[src/rtl/thread_scheduler_pkg.sv]
// io881_sched_pkg: shared constants and FSM encoding for the io881 thread scheduler
package io881_sched_pkg;
    localparam int DEF_NTHREADS = 32;
    localparam int DEF_TIDW = 5;
    localparam int DEF_PCW = 12;
    localparam logic [2:0] S_IDLE = 3'd0;
    localparam logic [2:0] S_SELECT = 3'd1;
    localparam logic [2:0] S_FETCH = 3'd2;
    localparam logic [2:0] S_RUN = 3'd3;
    localparam logic [2:0] S_WB = 3'd4;
    localparam logic [DEF_NTHREADS-1:0] RESET_MASK = DEF_NTHREADS'(1);
endpackage

[src/rtl/thread_scheduler_if.sv]
// thread_scheduler_if: core-side control and PC-store bus of the thread scheduler
interface thread_scheduler_if
    import io881_sched_pkg::*;
#(
    parameter int TIDW = DEF_TIDW,
    parameter int PCW = DEF_PCW
);
    logic wake;
    logic [TIDW-1:0] wake_id;
    logic run_done;
    logic [PCW-1:0] next_pc;
    logic block;
    logic run;
    logic [TIDW-1:0] cur_tid;
    logic idle;
    logic [TIDW-1:0] rthreadid;
    logic [TIDW-1:0] wthreadid;
    logic [PCW-1:0] dpc;
    logic wepc;
    modport master (
        output wake, wake_id, run_done, next_pc, block,
        input run, cur_tid, idle, rthreadid, wthreadid, dpc, wepc
    );
    modport slave (
        input wake, wake_id, run_done, next_pc, block,
        output run, cur_tid, idle, rthreadid, wthreadid, dpc, wepc
    );
endinterface

[src/rtl/thread_scheduler_rr_pick.sv]
// rr_pick: combinational round-robin priority encoder searching upward from last+1
module rr_pick #(
    parameter int N = 32,
    parameter int W = 5
) (
    input logic [N-1:0] mask_i,
    input logic [W-1:0] last_i,
    output logic [W-1:0] id_o,
    output logic found_o
);
    // scan farthest-first so the nearest ready thread after last wins
    always_comb begin
        id_o = last_i;
        for (int i = N; i >= 1; i--)
            if (mask_i[last_i + W'(i)]) id_o = last_i + W'(i);
        found_o = |mask_i;
    end
endmodule

[src/rtl/thread_scheduler.sv]
// thread_scheduler: round-robin scheduler driving the PC store of the io881 hardware threads
// Optional THREAD_SCHED_IRQ_PRIORITY_EN: thread 0 wins selection whenever it is ready.
module thread_scheduler
    import io881_sched_pkg::*;
#(
    parameter int NTHREADS = DEF_NTHREADS,
    parameter int TIDW = DEF_TIDW,
    parameter int PCW = DEF_PCW
) (
    input logic clk,
    input logic reset,
    thread_scheduler_if.slave bus
);
    logic [2:0] state_q, state_d;
    logic [NTHREADS-1:0] mask_q, mask_d, set_m, clr_m;
    logic [TIDW-1:0] last_q, last_d, cur_tid_q, cur_tid_d, wthreadid_q, wthreadid_d;
    logic [TIDW-1:0] rr_id, pick_id;
    logic [PCW-1:0] dpc_q, dpc_d;
    logic run_q, run_d, idle_q, idle_d, wepc_q, wepc_d, found, slice_end;

    rr_pick #(.N(NTHREADS), .W(TIDW)) u_pick (
        .mask_i(mask_q),
        .last_i(last_q),
        .id_o(rr_id),
        .found_o(found)
    );

`ifdef THREAD_SCHED_IRQ_PRIORITY_EN
    assign pick_id = mask_q[0] ? '0 : rr_id;
`else
    assign pick_id = rr_id;
`endif

    assign slice_end = (state_q == S_RUN) && bus.run_done;

    // ready-mask update (block-clear then wake-set), FSM next state and registered outputs
    always_comb begin
        set_m = bus.wake ? NTHREADS'(1) << bus.wake_id : '0;
        clr_m = (slice_end && bus.block) ? NTHREADS'(1) << cur_tid_q : '0;
        mask_d = (mask_q & ~clr_m) | set_m;
        state_d = state_q;
        case (state_q)
            S_IDLE: state_d = (|mask_d) ? S_SELECT : S_IDLE;
            S_SELECT: state_d = found ? S_FETCH : S_IDLE;
            S_FETCH: state_d = S_RUN;
            S_RUN: state_d = bus.run_done ? S_WB : S_RUN;
            S_WB: state_d = (|mask_d) ? S_SELECT : S_IDLE;
            default: state_d = S_IDLE;
        endcase
        cur_tid_d = (state_q == S_SELECT && found) ? pick_id : cur_tid_q;
        last_d = (state_q == S_SELECT && found) ? pick_id : last_q;
        wepc_d = slice_end;
        wthreadid_d = slice_end ? cur_tid_q : wthreadid_q;
        dpc_d = slice_end ? bus.next_pc : dpc_q;
        run_d = state_d == S_RUN;
        idle_d = state_d == S_IDLE;
    end

    // state and output registers with synchronous reset
    always_ff @(posedge clk) begin
        if (reset) begin
            state_q <= S_SELECT;
            mask_q <= NTHREADS'(RESET_MASK);
            last_q <= TIDW'(NTHREADS - 1);
            cur_tid_q <= '0;
            wthreadid_q <= '0;
            dpc_q <= '0;
            wepc_q <= 1'b0;
            run_q <= 1'b0;
            idle_q <= 1'b0;
        end else begin
            state_q <= state_d;
            mask_q <= mask_d;
            last_q <= last_d;
            cur_tid_q <= cur_tid_d;
            wthreadid_q <= wthreadid_d;
            dpc_q <= dpc_d;
            wepc_q <= wepc_d;
            run_q <= run_d;
            idle_q <= idle_d;
        end
    end

    assign bus.run = run_q;
    assign bus.cur_tid = cur_tid_q;
    assign bus.rthreadid = cur_tid_q;
    assign bus.idle = idle_q;
    assign bus.wthreadid = wthreadid_q;
    assign bus.dpc = dpc_q;
    assign bus.wepc = wepc_q;
endmodule

[src/flat_wrapper.sv]
// flat-port wrapper written by rule: the top's interface ports become plain ports
module thread_scheduler_flat import io881_sched_pkg::*;
#(
    parameter int NTHREADS = DEF_NTHREADS,
    parameter int TIDW = DEF_TIDW,
    parameter int PCW = DEF_PCW
)
  (clk, reset, bus_wake, bus_wake_id, bus_run_done, bus_next_pc, bus_block, bus_run, bus_cur_tid, bus_idle, bus_rthreadid, bus_wthreadid, bus_dpc, bus_wepc);
  thread_scheduler_if #(.TIDW(TIDW), .PCW(PCW)) bus_i ();
  input logic clk;
  input logic reset;
  input wire logic [$bits(bus_i.wake)-1:0] bus_wake;
  input wire logic [$bits(bus_i.wake_id)-1:0] bus_wake_id;
  input wire logic [$bits(bus_i.run_done)-1:0] bus_run_done;
  input wire logic [$bits(bus_i.next_pc)-1:0] bus_next_pc;
  input wire logic [$bits(bus_i.block)-1:0] bus_block;
  output wire logic [$bits(bus_i.run)-1:0] bus_run;
  output wire logic [$bits(bus_i.cur_tid)-1:0] bus_cur_tid;
  output wire logic [$bits(bus_i.idle)-1:0] bus_idle;
  output wire logic [$bits(bus_i.rthreadid)-1:0] bus_rthreadid;
  output wire logic [$bits(bus_i.wthreadid)-1:0] bus_wthreadid;
  output wire logic [$bits(bus_i.dpc)-1:0] bus_dpc;
  output wire logic [$bits(bus_i.wepc)-1:0] bus_wepc;
  assign bus_i.wake = bus_wake;
  assign bus_i.wake_id = bus_wake_id;
  assign bus_i.run_done = bus_run_done;
  assign bus_i.next_pc = bus_next_pc;
  assign bus_i.block = bus_block;
  assign bus_run = bus_i.run;
  assign bus_cur_tid = bus_i.cur_tid;
  assign bus_idle = bus_i.idle;
  assign bus_rthreadid = bus_i.rthreadid;
  assign bus_wthreadid = bus_i.wthreadid;
  assign bus_dpc = bus_i.dpc;
  assign bus_wepc = bus_i.wepc;
  thread_scheduler #(.NTHREADS(NTHREADS), .TIDW(TIDW), .PCW(PCW)) u_core (.clk(clk), .reset(reset), .bus(bus_i));
endmodule
[config.mk]
export PLATFORM = sky130hd
export DESIGN_NAME = thread_scheduler_flat
export DESIGN_NICKNAME = d
export VERILOG_FILES = /design/src/rtl/thread_scheduler_pkg.sv /design/src/rtl/thread_scheduler_if.sv /design/src/rtl/thread_scheduler_rr_pick.sv /design/src/rtl/thread_scheduler.sv /design/src/flat_wrapper.sv
export SDC_FILE = /design/constraint.sdc
export NUM_CORES = 1
export LEC_CHECK = 0
export BUFFER_PORTS_ARGS = -buffer_cell sky130_fd_sc_hd__clkbuf_2
export CAP_MARGIN = 5
export CORE_MARGIN = 10
export CORE_UTILIZATION = 60
export CTS_BUF_LIST = sky130_fd_sc_hd__clkbuf_8
export DETAILED_ROUTE_END_ITERATION = 10
export PLACE_DENSITY = 0.79
export SLEW_MARGIN = 20
export SYNTH_ARGS = -nofsm -noshare
export SYNTH_HDL_FRONTEND = slang
export SYNTH_SLANG_ARGS = --single-unit
[constraint.sdc]
create_clock -name clk -period 6 [get_ports clk]
set_input_delay 1.2 -clock clk [delete_from_list [all_inputs] [get_ports clk]]
set_output_delay 1.2 -clock clk [all_outputs]
set_load 0.1 [all_outputs]
==> flow_metrics.env, run 1 <==
export IMPL_status="completed"
export IMPL_hp_class="reg -> reg"
export IMPL_track_usage_pct=32.41
export IMPL_htreeDepth=3
export IMPL_synth_flop_cell="dfxtp_1"
export IMPL_start_util_pct=61.13
export IMPL_antenna_found_initial=1
export IMPL_crit_type="reg -> reg"
export IMPL_grt_max_degree=56
export IMPL_required_ns=6.24
export IMPL_cts_root_buffer="clkbuf_8"
export IMPL_leakagePower_nw=3.498
export IMPL_clock_latency_ns=0.38
export IMPL_tightest_slew_ns=1.028
export IMPL_dr_first_iter_drc_count=1560
export IMPL_fin_nets=1066
export IMPL_final_cell_mix="nand2_1 (159), mux4_2 (99), nor2_1 (67)"
export IMPL_synth_top_area_cell="mux4_2"
export IMPL_port_buffers=51
export IMPL_slew_viol_final=0
export IMPL_tritoncts="done"
export IMPL_finalSetupViolCount=0
export IMPL_worstPathArrival_ns=5.30
export IMPL_netlist_top_cells_area="mux4_2 (25%), dfxtp_1 (15%), nand2_1 (6.7%), mux2i_1 (4.7%), a21oi_1 (3.5%)"
export IMPL_grt_first_pass_wirelength_um=51330
export IMPL_area_growth_pct=5.923
export IMPL_drt_pass1_iterations=9
export IMPL_ant_nets=0
export IMPL_hpwl_um=24900
export IMPL_rrSetupSlack_ns=0.94
export IMPL_slew_headroom_pct=30.99
export IMPL_grt_setup_unrepaired="no"
export IMPL_ys_seq_area_share_pct=14.70
export IMPL_finalSetupTns_ns=0
export IMPL_max_cap_viol_count=0
export IMPL_power_frac_clock_pct=9.1
export IMPL_critPathCaptureType="register"
export IMPL_cpMostUsedCell="mux4_2"
export IMPL_clk_pin_slew_ns=0.09
export IMPL_drive_gt1_share_pct=23.36
export IMPL_p_per_area_nw_per_um2=473.7
export IMPL_synth_async_reset_ratio_pct=0
export IMPL_p_seq_share_pct=12.4
export IMPL_grt_pass1_vias=8621
export IMPL_dieHeight_um=141.5
export IMPL_max_freq_ghz=0.1975
export IMPL_final_common_cell="nand2_1"
export IMPL_hold_buffers=0
export IMPL_syn_inst=1019
export IMPL_ir_drop_mv=0.3014
export IMPL_fp_coreArea_um2=14480
export IMPL_p_comb_share_pct=78.5
export IMPL_critPathMaxStageDelay_ns=1.10
export IMPL_p_switching_w=0.002497
export IMPL_cts_sinks=65
export IMPL_synth_edf_count=0
export IMPL_num_rows=44
export IMPL_synth_nets=1054
export IMPL_critPathLaunchType="register"
export IMPL_numCtsBuffers=9
export IMPL_synth_distinct_cells=89
export IMPL_drc=0
export IMPL_clockBufferDepth=2
export IMPL_cts_resized=0
export IMPL_fin_crit_sh_pct=84.39
export IMPL_wl_per_cell_um=27.62
export IMPL_cts_setup_buffers=0
export IMPL_viasPerCell=7.615
export IMPL_synth_area_per_cell_um2=8.686
export IMPL_ioPinCount=52
export IMPL_synth_cell_area_um2=8851
export IMPL_switching_share_pct=56.23
export IMPL_routed_via_count=9290
export IMPL_n_antenna_cell=0
export IMPL_die_area_um2=20010
export IMPL_fp_dieW_um=141.5
export IMPL_power_w=0.004441
export IMPL_place_congestion=1.085
export IMPL_path_max_fanout=17
export IMPL_critPathSlowestCell="ha_1"
export IMPL_synth_seq_cells=65
export IMPL_fin_worst_skew_ns=0.01967
export IMPL_yosysTopAreaCellShare_pct=25.19
export IMPL_finalHoldViolCount=0
export IMPL_wl_um=33700
export IMPL_fin_crit_ns=5.063
export IMPL_crit_chain="clkinv_1, ha_1, mux4_2, mux4_2, mux2i_1, nor2_1, a211oi_1, nand3_1, nor3_1, o221ai_1"
export IMPL_grt_overflow=0
export IMPL_synth_warnings=0
export IMPL_internal_power_w=0.001944
-- per-layer routing --
layer	share of wire (%)	vias up	track usage (%)
li1	-	3981	-
met1	37	4366	40.45
met2	45	740	50.09
met3	11	201	6.642
met4	7.6	2	20.87
met5	0.039	-	0
-- worst max-delay path: cells and delay by family, from the launching register on --
| kind | cells | cell delay [ns] |
|---|---|---|
| buffers and inverters | 1 | 0.45 |
| DFF | 1 | 0.33 |
| muxes | 3 | 1.80 |
| AOI/OAI and AO/OA | 2 | 0.65 |
| and+or+nand+nor | 3 | 0.56 |
| adders and majority gates | 1 | 1.10 |
-- registers in the layout (all words and copies together) (netlist names) --
name and cells:
u_core.bus.wepc 1, u_core.bus.idle 1, u_core.mask_q 32, u_core.bus.cur_tid 5
u_core.bus.dpc 12, u_core.state_q 3, u_core.bus.run 1, u_core.last_q 5
u_core.bus.wthreadid 5
-- worst paths after layout --
kind,end,startpoint,depth (start not counted)
worst max-delay path,u_core.last_q[3]$_SDFFE_PP1P_,u_core.last_q[1]$_SDFFE_PP1P_,10
worst max register to register,u_core.last_q[3]$_SDFFE_PP1P_,u_core.last_q[1]$_SDFFE_PP1P_,10
worst min register to register,u_core.bus.dpc[10]$_SDFFE_PP0P_,u_core.bus.dpc[10]$_SDFFE_PP0P_,2
worst min-delay path,u_core.bus.dpc[10]$_SDFFE_PP0P_,u_core.bus.dpc[10]$_SDFFE_PP0P_,2
-- kinds of logic (layout without fill, tap and decap cells) --
logic type	count (synthesis)	count (layout)	share of synthesized area, %
muxes	169	169	33.70
and+or+nand+nor	365	365	19.44
buffers and inverters	99	116	5.244
DFF	65	65	14.70
adders and majority gates	13	13	1.838
xor gates and xnor gates	32	32	3.506
AOI/OAI and AO/OA	276	276	21.57
-- power by group through the flow --
| stage | combinational (W) | clock (W) | sequential, W |
|---|---|---|---|
| after global placement | 0.00337 | 0 | 0.000555 |
| final | 0.00349 | 0.000404 | 0.000550 |
| after global routing | 0.00365 | 0.000418 | 0.000557 |
| after CTS | 0.00337 | 0.000406 | 0.000547 |
| after floorplan | 0.00247 | 0 | 0.000650 |
| after detailed placement | 0.00336 | 0 | 0.000557 |
-- Yosys cell counts, types with 7 or more instances --
cell type	n
inv_1	18
a21o_1	8
a211oi_1	14
ha_1	13
nor3_1	24
xnor2_1	23
a31oi_1	7
o2111ai_1	10
o31ai_1	11
a22oi_1	21
nor2b_1	9
dfxtp_1	65
o21a_1	8
mux4_2	99
a21oi_1	62
nand4_1	10
nand3_1	17
nand2b_1	16
nor3b_1	8
nand2_1	159
and2_1	16
nor4_1	11
o21ai_1	10
clkbuf_1	39
mux2_2	23
nor2_1	67
buf_2	20
mux2i_1	42
o21ai_0	48
-- layout make-up --
class / count / area [um2]
fillers: 1249 / 5104
well taps: 184 / 230.2
clock inverters: 7 / 83.83
flip-flops and latches: 65 / 1305
repair buffers: 76 / 442.9
clock buffers: 9 / 123.9
multi-input cells: 855 / 7099
inverters: 24 / 90.09
-- stage by stage --
| step | setup slack (ns) | utilization, % | cell area, um2 | cells | hold WS [ns] |
|---|---|---|---|---|---|
| after floorplan | 1.250 | - | 8851 | 1019 | 0.4765 |
| after global placement | 1.085 | 63.32 | 9168 | 1204 | 0.4418 |
| after detailed placement | 1.132 | 63.32 | 9168 | 1204 | 0.4456 |
| after CTS | 1.085 | 64.75 | 9375 | 1220 | 0.4579 |
| after global routing | 0.7672 | 64.75 | 9375 | 1220 | 0.4673 |
| final | 0.9366 | 64.75 | 9375 | 1220 | 0.4555 |
(Power assumes the default switching activity.)
==> run 2, diff against run 1 <==
--- a/config.mk
+++ b/config.mk
@@ -8,10 +8,10 @@
 export BUFFER_PORTS_ARGS = -buffer_cell sky130_fd_sc_hd__clkbuf_2
 export CAP_MARGIN = 5
 export CORE_MARGIN = 10
-export CORE_UTILIZATION = 60
+export CORE_UTILIZATION = 58
 export CTS_BUF_LIST = sky130_fd_sc_hd__clkbuf_8
 export DETAILED_ROUTE_END_ITERATION = 10
-export PLACE_DENSITY = 0.79
+export PLACE_DENSITY = 0.8
 export SLEW_MARGIN = 20
 export SYNTH_ARGS = -nofsm -noshare
 export SYNTH_HDL_FRONTEND = slang
==> constraint.sdc (replaced) <==
create_clock -name clk -period 4.4 [get_ports clk]
set_input_delay 0.88 -clock clk [delete_from_list [all_inputs] [get_ports clk]]
set_output_delay 0.88 -clock clk [all_outputs]
set_load 0.1 [all_outputs]
==> run 2 against run 1 <==
Effect of this change: the run now ends with design-rule violations left; clock power grew 37%; worst setup slack lost 0.80 ns; critical path depth increased by 3; clock skew rose by 0.0085 ns; core utilization decreased by 0.51 points; power up 42%; global-route usage rose by 1.6 points; register-to-register slack worse by 0.80 ns; final cell count grew 3.3%.
==> flow_metrics.env, run 2 (same netlist as run 1, synthesis figures left out) <==
export IMPL_status="finished with violations"
export IMPL_violations="design-rule violations"
export IMPL_grt_pass1_vias=9019
export IMPL_cts_sinks=65
export IMPL_crit_chain="clkinv_1, buf_4, ha_1, mux4_2, mux4_2, mux2i_4, nor2_1, a31oi_1, o2111ai_1, a211o_1, a211o_1, a41oi_2, nand3_1"
export IMPL_max_cap_viol_count=0
export IMPL_hp_class="reg -> reg"
export IMPL_port_buffers=51
export IMPL_hpwl_um=26570
export IMPL_tritoncts="done"
export IMPL_wl_per_cell_um=27.92
export IMPL_grt_first_pass_wirelength_um=54000
export IMPL_finalHoldViolCount=0
export IMPL_clk_pin_slew_ns=0.08
export IMPL_critPathLaunchType="register"
export IMPL_worstPathArrival_ns=4.49
export IMPL_top_register="u_core.mask_q"
export IMPL_fillers=1283
export IMPL_clockBufferDepth=2
export IMPL_final_cell_mix="nand2_1 (159), mux4_2 (99), nor2_1 (67)"
export IMPL_ant_nets=0
export IMPL_drt_pass1_iterations=9
export IMPL_drive_gt1_share_pct=26.12
export IMPL_critPathMaxStageDelay_ns=0.75
export IMPL_numCtsBuffers=9
export IMPL_start_util_pct=58.66
export IMPL_routed_via_count=9515
export IMPL_die_area_um2=20600
export IMPL_htreeDepth=3
export IMPL_viasPerCell=7.552
export IMPL_track_usage_pct=34.01
export IMPL_critPathCaptureType="register"
export IMPL_dieHeight_um=143.5
export IMPL_p_per_area_nw_per_um2=648.8
export IMPL_ioPinCount=52
export IMPL_fp_coreArea_um2=15090
export IMPL_clock_latency_ns=0.38
export IMPL_leakagePower_nw=3.680
export IMPL_drc=1
export IMPL_antenna_found_initial=1
export IMPL_fin_crit_sh_pct=96.95
export IMPL_placed_cells_incl_taps=1244
export IMPL_instances_no_fill=1260
export IMPL_path_max_fanout=17
export IMPL_fin_worst_skew_ns=0.02817
export IMPL_grt_overflow=0
export IMPL_finalSetupViolCount=0
export IMPL_slew_viol_final=0
export IMPL_fin_crit_ns=4.266
export IMPL_crit_type="reg -> reg"
export IMPL_fin_nets=1102
export IMPL_area_growth_pct=9.528
export IMPL_wl_um=35170
export IMPL_grt_setup_unrepaired="no"
export IMPL_ir_drop_mv=0.3226
export IMPL_grt_max_degree=54
export IMPL_num_rows=45
export IMPL_cts_root_buffer="clkbuf_8"
export IMPL_dr_first_iter_drc_count=1628
export IMPL_max_freq_ghz=0.2344
export IMPL_final_common_cell="nand2_1"
export IMPL_n_antenna_cell=0
export IMPL_slew_headroom_pct=43.16
export IMPL_required_ns=4.62
export IMPL_place_congestion=1.117
export IMPL_largest_reg_flops=32
export IMPL_tightest_slew_ns=0.8508
export IMPL_fp_dieW_um=143.5
export IMPL_finalSetupTns_ns=0
export IMPL_critPathSlowestCell="ha_1"
-- run 2: routing by layer --
metal,track usage (%),vias up,wire [um]
met5,0,-,13
met4,19.56,2,2623
met3,8.416,207,4242
met2,53.55,802,15820
met1,41.62,4450,12480
li1,-,4054,-
-- run 2: area by class of cell --
type	instances	area [um2]	share of cell area, %
well taps	188	235.2	2.426
repair buffers	112	738.2	7.615
multi-input cells	855	7118	73.43
clock buffers	9	123.9	1.278
inverters	24	91.34	0.9422
clock inverters	7	82.58	0.8518
flip-flops and latches	65	1305	13.46
-- run 2: worst max-delay path, delay by kind of cell (launching register included) --
kind | cells | cell delay [ns]
buffers and inverters | 2 | 0.28
and+or+nand+nor | 2 | 0.18
AOI/OAI and AO/OA | 5 | 1.29
adders and majority gates | 1 | 0.75
DFF | 1 | 0.40
muxes | 3 | 1.22
-- run 2: stage by stage --
step | power [W] | cell area [um2] | utilization (%) | hold WS [ns] | worst slack [ns]
4_1_cts | 0.006129 | 9683 | 64.17 | 0.4559 | 0.2677
2_1_floorplan | 0.004265 | 8862 | - | 0.4765 | 0.01642
6_report | 0.006290 | 9694 | 64.25 | 0.4565 | 0.1340
3_3_place_gp | 0.005546 | 9477 | 62.80 | 0.4416 | 0.3212
5_1_grt | 0.006582 | 9694 | 64.25 | 0.4801 | 0.04826
3_5_place_dp | 0.005570 | 9477 | 62.80 | 0.4460 | 0.2910
-- run 2: repair_timing --
| item | CTS | global route |
|---|---|---|
| hold buffers | 0 | 0 |
| setup buffers | 0 | 0 |
| endpoints found under the hold margin | 0 | 0 |
| resized for setup | 0 | 1 |
| setup endpoints to repair | 0 | 2 |
-- run 2: worst paths after layout --
path | from | end | slack (ns) | cells past startpoint
max reg2reg | u_core.last_q[2]$_SDFFE_PP1P_ | u_core.last_q[1]$_SDFFE_PP1P_ | 0.13 | 13
max | u_core.last_q[2]$_SDFFE_PP1P_ | u_core.last_q[1]$_SDFFE_PP1P_ | 0.13 | 13
min | u_core.bus.dpc[5]$_SDFFE_PP0P_ | u_core.bus.dpc[5]$_SDFFE_PP0P_ | 0.46 | 2
min reg2reg | u_core.bus.dpc[5]$_SDFFE_PP0P_ | u_core.bus.dpc[5]$_SDFFE_PP0P_ | 0.46 | 2
-- run 2: power breakdown --
group | switching [W] | internal (W)
combinational | 0.00306 | 0.00192
sequential | 0.000112 | 0.000643
clock | 0.000284 | 0.000271
==> run 3, diff against run 2 <==
--- a/config.mk
+++ b/config.mk
@@ -12,6 +12,7 @@
 export CTS_BUF_LIST = sky130_fd_sc_hd__clkbuf_8
 export DETAILED_ROUTE_END_ITERATION = 10
 export PLACE_DENSITY = 0.8
+export SETUP_SLACK_MARGIN = 0.15
 export SLEW_MARGIN = 20
 export SYNTH_ARGS = -nofsm -noshare
 export SYNTH_HDL_FRONTEND = slang
==> run 3 against run 2 <==
Effect of this change: the flow now finishes without violations; core utilization increased by 0.45 points; final cell count increased by 0.48%; via count increased by 1.1%; routed wire length about the same; sequential power decreased by 2%; maximum frequency increased by 0.85%; sequential share of layout area decreased by 0.093 points; design area increased by 0.70%; die area unchanged; critical path type unchanged; largest cell class unchanged; largest power group unchanged; highest routed layer is now met4.
==> flow_metrics.env, run 3 (same netlist as run 1, synthesis figures left out) <==
export IMPL_status="completed"
export IMPL_dr_first_iter_drc_count=1492
export IMPL_hp_class="reg -> reg"
export IMPL_min_delay_start="u_core.bus.dpc[5]$_SDFFE_PP0P_"
export IMPL_num_rows=45
export IMPL_r2r_cells=13
export IMPL_fin_nets=1108
export IMPL_ant_nets=0
export IMPL_rr_endpoint="u_core.last_q[4]$_SDFFE_PP1P_"
export IMPL_max_freq_ghz=0.2364
export IMPL_ioPinCount=52
export IMPL_startpoint="u_core.last_q[1]$_SDFFE_PP1P_"
export IMPL_crit_chain="buf_12, ha_1, xor2_2, buf_4, mux2i_1, mux2_2, o22ai_1, a222oi_1, o2111ai_1, a2111oi_0, a211oi_1, o21ai_1, o21ai_1"
export IMPL_worstHoldPathCells=2
export IMPL_slew_viol_final=0
export IMPL_track_usage_pct=33.87
export IMPL_critPathMaxStageDelay_ns=0.46
export IMPL_grt_overflow=0
export IMPL_place_congestion=1.048
export IMPL_drive_gt1_share_pct=26.90
export IMPL_antenna_found_initial=0
export IMPL_tightest_slew_ns=0.8767
export IMPL_p_per_area_nw_per_um2=648.0
export IMPL_reg2reg_from="u_core.last_q[1]$_SDFFE_PP1P_"
export IMPL_die_area_um2=20600
export IMPL_fp_coreArea_um2=15090
export IMPL_placed_cells_incl_taps=1250
export IMPL_fin_crit_sh_pct=96.14
export IMPL_crit_type="reg -> reg"
export IMPL_tritoncts="done"
export IMPL_cts_root_buffer="clkbuf_8"
export IMPL_dieHeight_um=143.5
export IMPL_htreeDepth=3
export IMPL_max_cap_viol_count=0
export IMPL_finalSetupViolCount=0
export IMPL_cts_sinks=65
export IMPL_numCtsBuffers=9
export IMPL_port_buffers=51
export IMPL_grt_max_degree=56
export IMPL_instances_no_fill=1266
export IMPL_hpwl_um=26270
export IMPL_final_common_cell="nand2_1"
export IMPL_fin_worst_skew_ns=0.01315
export IMPL_crit_family="compound AO/OA/AOI/OAI gates"
export IMPL_ir_drop_mv=0.3128
export IMPL_grt_setup_unrepaired="yes"
export IMPL_viasPerCell=7.595
export IMPL_cpMostUsedCell="o21ai_1"
export IMPL_drc=0
export IMPL_fin_crit_ns=4.230
export IMPL_critPathCaptureType="register"
export IMPL_finalSetupTns_ns=0
export IMPL_required_ns=4.60
export IMPL_clk_pin_slew_ns=0.08
export IMPL_clockBufferDepth=2
export IMPL_cts_setup_buffers=0
export IMPL_wl_per_cell_um=27.76
export IMPL_worstPathArrival_ns=4.43
export IMPL_start_util_pct=58.66
export IMPL_routed_via_count=9615
export IMPL_slew_headroom_pct=41.43
export IMPL_drt_pass1_iterations=8
export IMPL_finalHoldViolCount=0
export IMPL_wl_um=35140
export IMPL_final_cell_mix="nand2_1 (159), mux4_2 (99), nor2_1 (67)"
export IMPL_n_antenna_cell=0
export IMPL_rrSetupSlack_ns=0.17
export IMPL_fp_dieW_um=143.5
export IMPL_grt_pass1_vias=9002
export IMPL_grt_first_pass_wirelength_um=53720
export IMPL_critPathLaunchType="register"
export IMPL_leakagePower_nw=3.729
export IMPL_clock_latency_ns=0.37
export IMPL_critPathBufInv=2
export IMPL_critPathSlowestCell="ha_1"
export IMPL_worstHoldEndpoint="u_core.bus.dpc[5]$_SDFFE_PP0P_"
export IMPL_area_growth_pct=10.29
export IMPL_path_max_fanout=55
export IMPL_largest_reg_flops=32
export IMPL_top_register="u_core.mask_q"
## run 3: changes by cell type in the layout (fill, tap and decap cells not counted), sizes merged
| cell | previous run | this run |
|---|---|---|
| buf | 61 | 67 |
| clkbuf | 60 | 61 |
| clkinv | 4 | 8 |
| inv | 24 | 21 |
| clkinvlp | 2 | 0 |
## run 3: worst max-delay path by stage
stage / slack, ns / endpoint / cells past startpoint
finish: 0.17 / u_core.last_q[4]$_SDFFE_PP1P_ / 13
global route: 0.006 / u_core.last_q[4]$_SDFFE_PP1P_ / 13
CTS: 0.20 / u_core.last_q[2]$_SDFFE_PP1P_ / 11
detailed placement: 0.21 / u_core.last_q[2]$_SDFFE_PP1P_ / 11
global placement: 0.23 / u_core.last_q[4]$_SDFFE_PP1P_ / 12
floorplan: 0.15 / u_core.bus.cur_tid[2]$_SDFFE_PP0P_ / 16
## run 3: stage by stage
step | util, % | hold slack, ns | worst slack (ns) | power (W) | area [um2]
2_1_floorplan | - | 0.4765 | 0.1508 | 0.004273 | 8874
3_3_place_gp | 63.10 | 0.4413 | 0.2331 | 0.005573 | 9522
3_5_place_dp | 63.10 | 0.4465 | 0.2137 | 0.005595 | 9522
4_1_cts | 64.45 | 0.4570 | 0.2000 | 0.006145 | 9726
5_1_grt | 64.69 | 0.4812 | 0.005894 | 0.006612 | 9762
6_report | 64.69 | 0.4561 | 0.1700 | 0.006326 | 9762
## run 3: per-layer routing
layer,track usage (%),vias up,part of all wire (%)
li1,-,4058,-
met1,41.69,4496,35
met2,51.89,847,44
met3,7.789,214,12
met4,23.00,0,8.8
met5,0,-,0
## run 3: cell type report
class                           instances  area [um2]
Clock inverter                          6       66.31
Inverter                               24       91.34
Fill cell                            1311        5328
Sequential cell                        65        1305
Multi-Input combinational cell        855        7143
Tap cell                              188       235.2
Timing Repair Buffer                  118       783.3
Clock buffer                           10       137.6
## run 3: repair_timing
action,4_1_cts,5_1_grt
gates resized for setup,0,5
hold buffers,0,0
setup endpoints to repair,0,8
## run 3: worst min-delay path, stage by stage (launching register included)
cell and delay [ns]:
dfxtp_1 0.31, nand2_1 0.05, a21oi_1 0.05
## run 3: report_power, final
part,leakage (nW),total (W),internal (W),switching [W]
clock network,0.107,0.000541,0.000279,0.000262
registers,0.527,0.000743,0.000644,0.0000998
logic,3.10,0.00504,0.00194,0.00310
total,3.73,0.00633,0.00286,0.00346
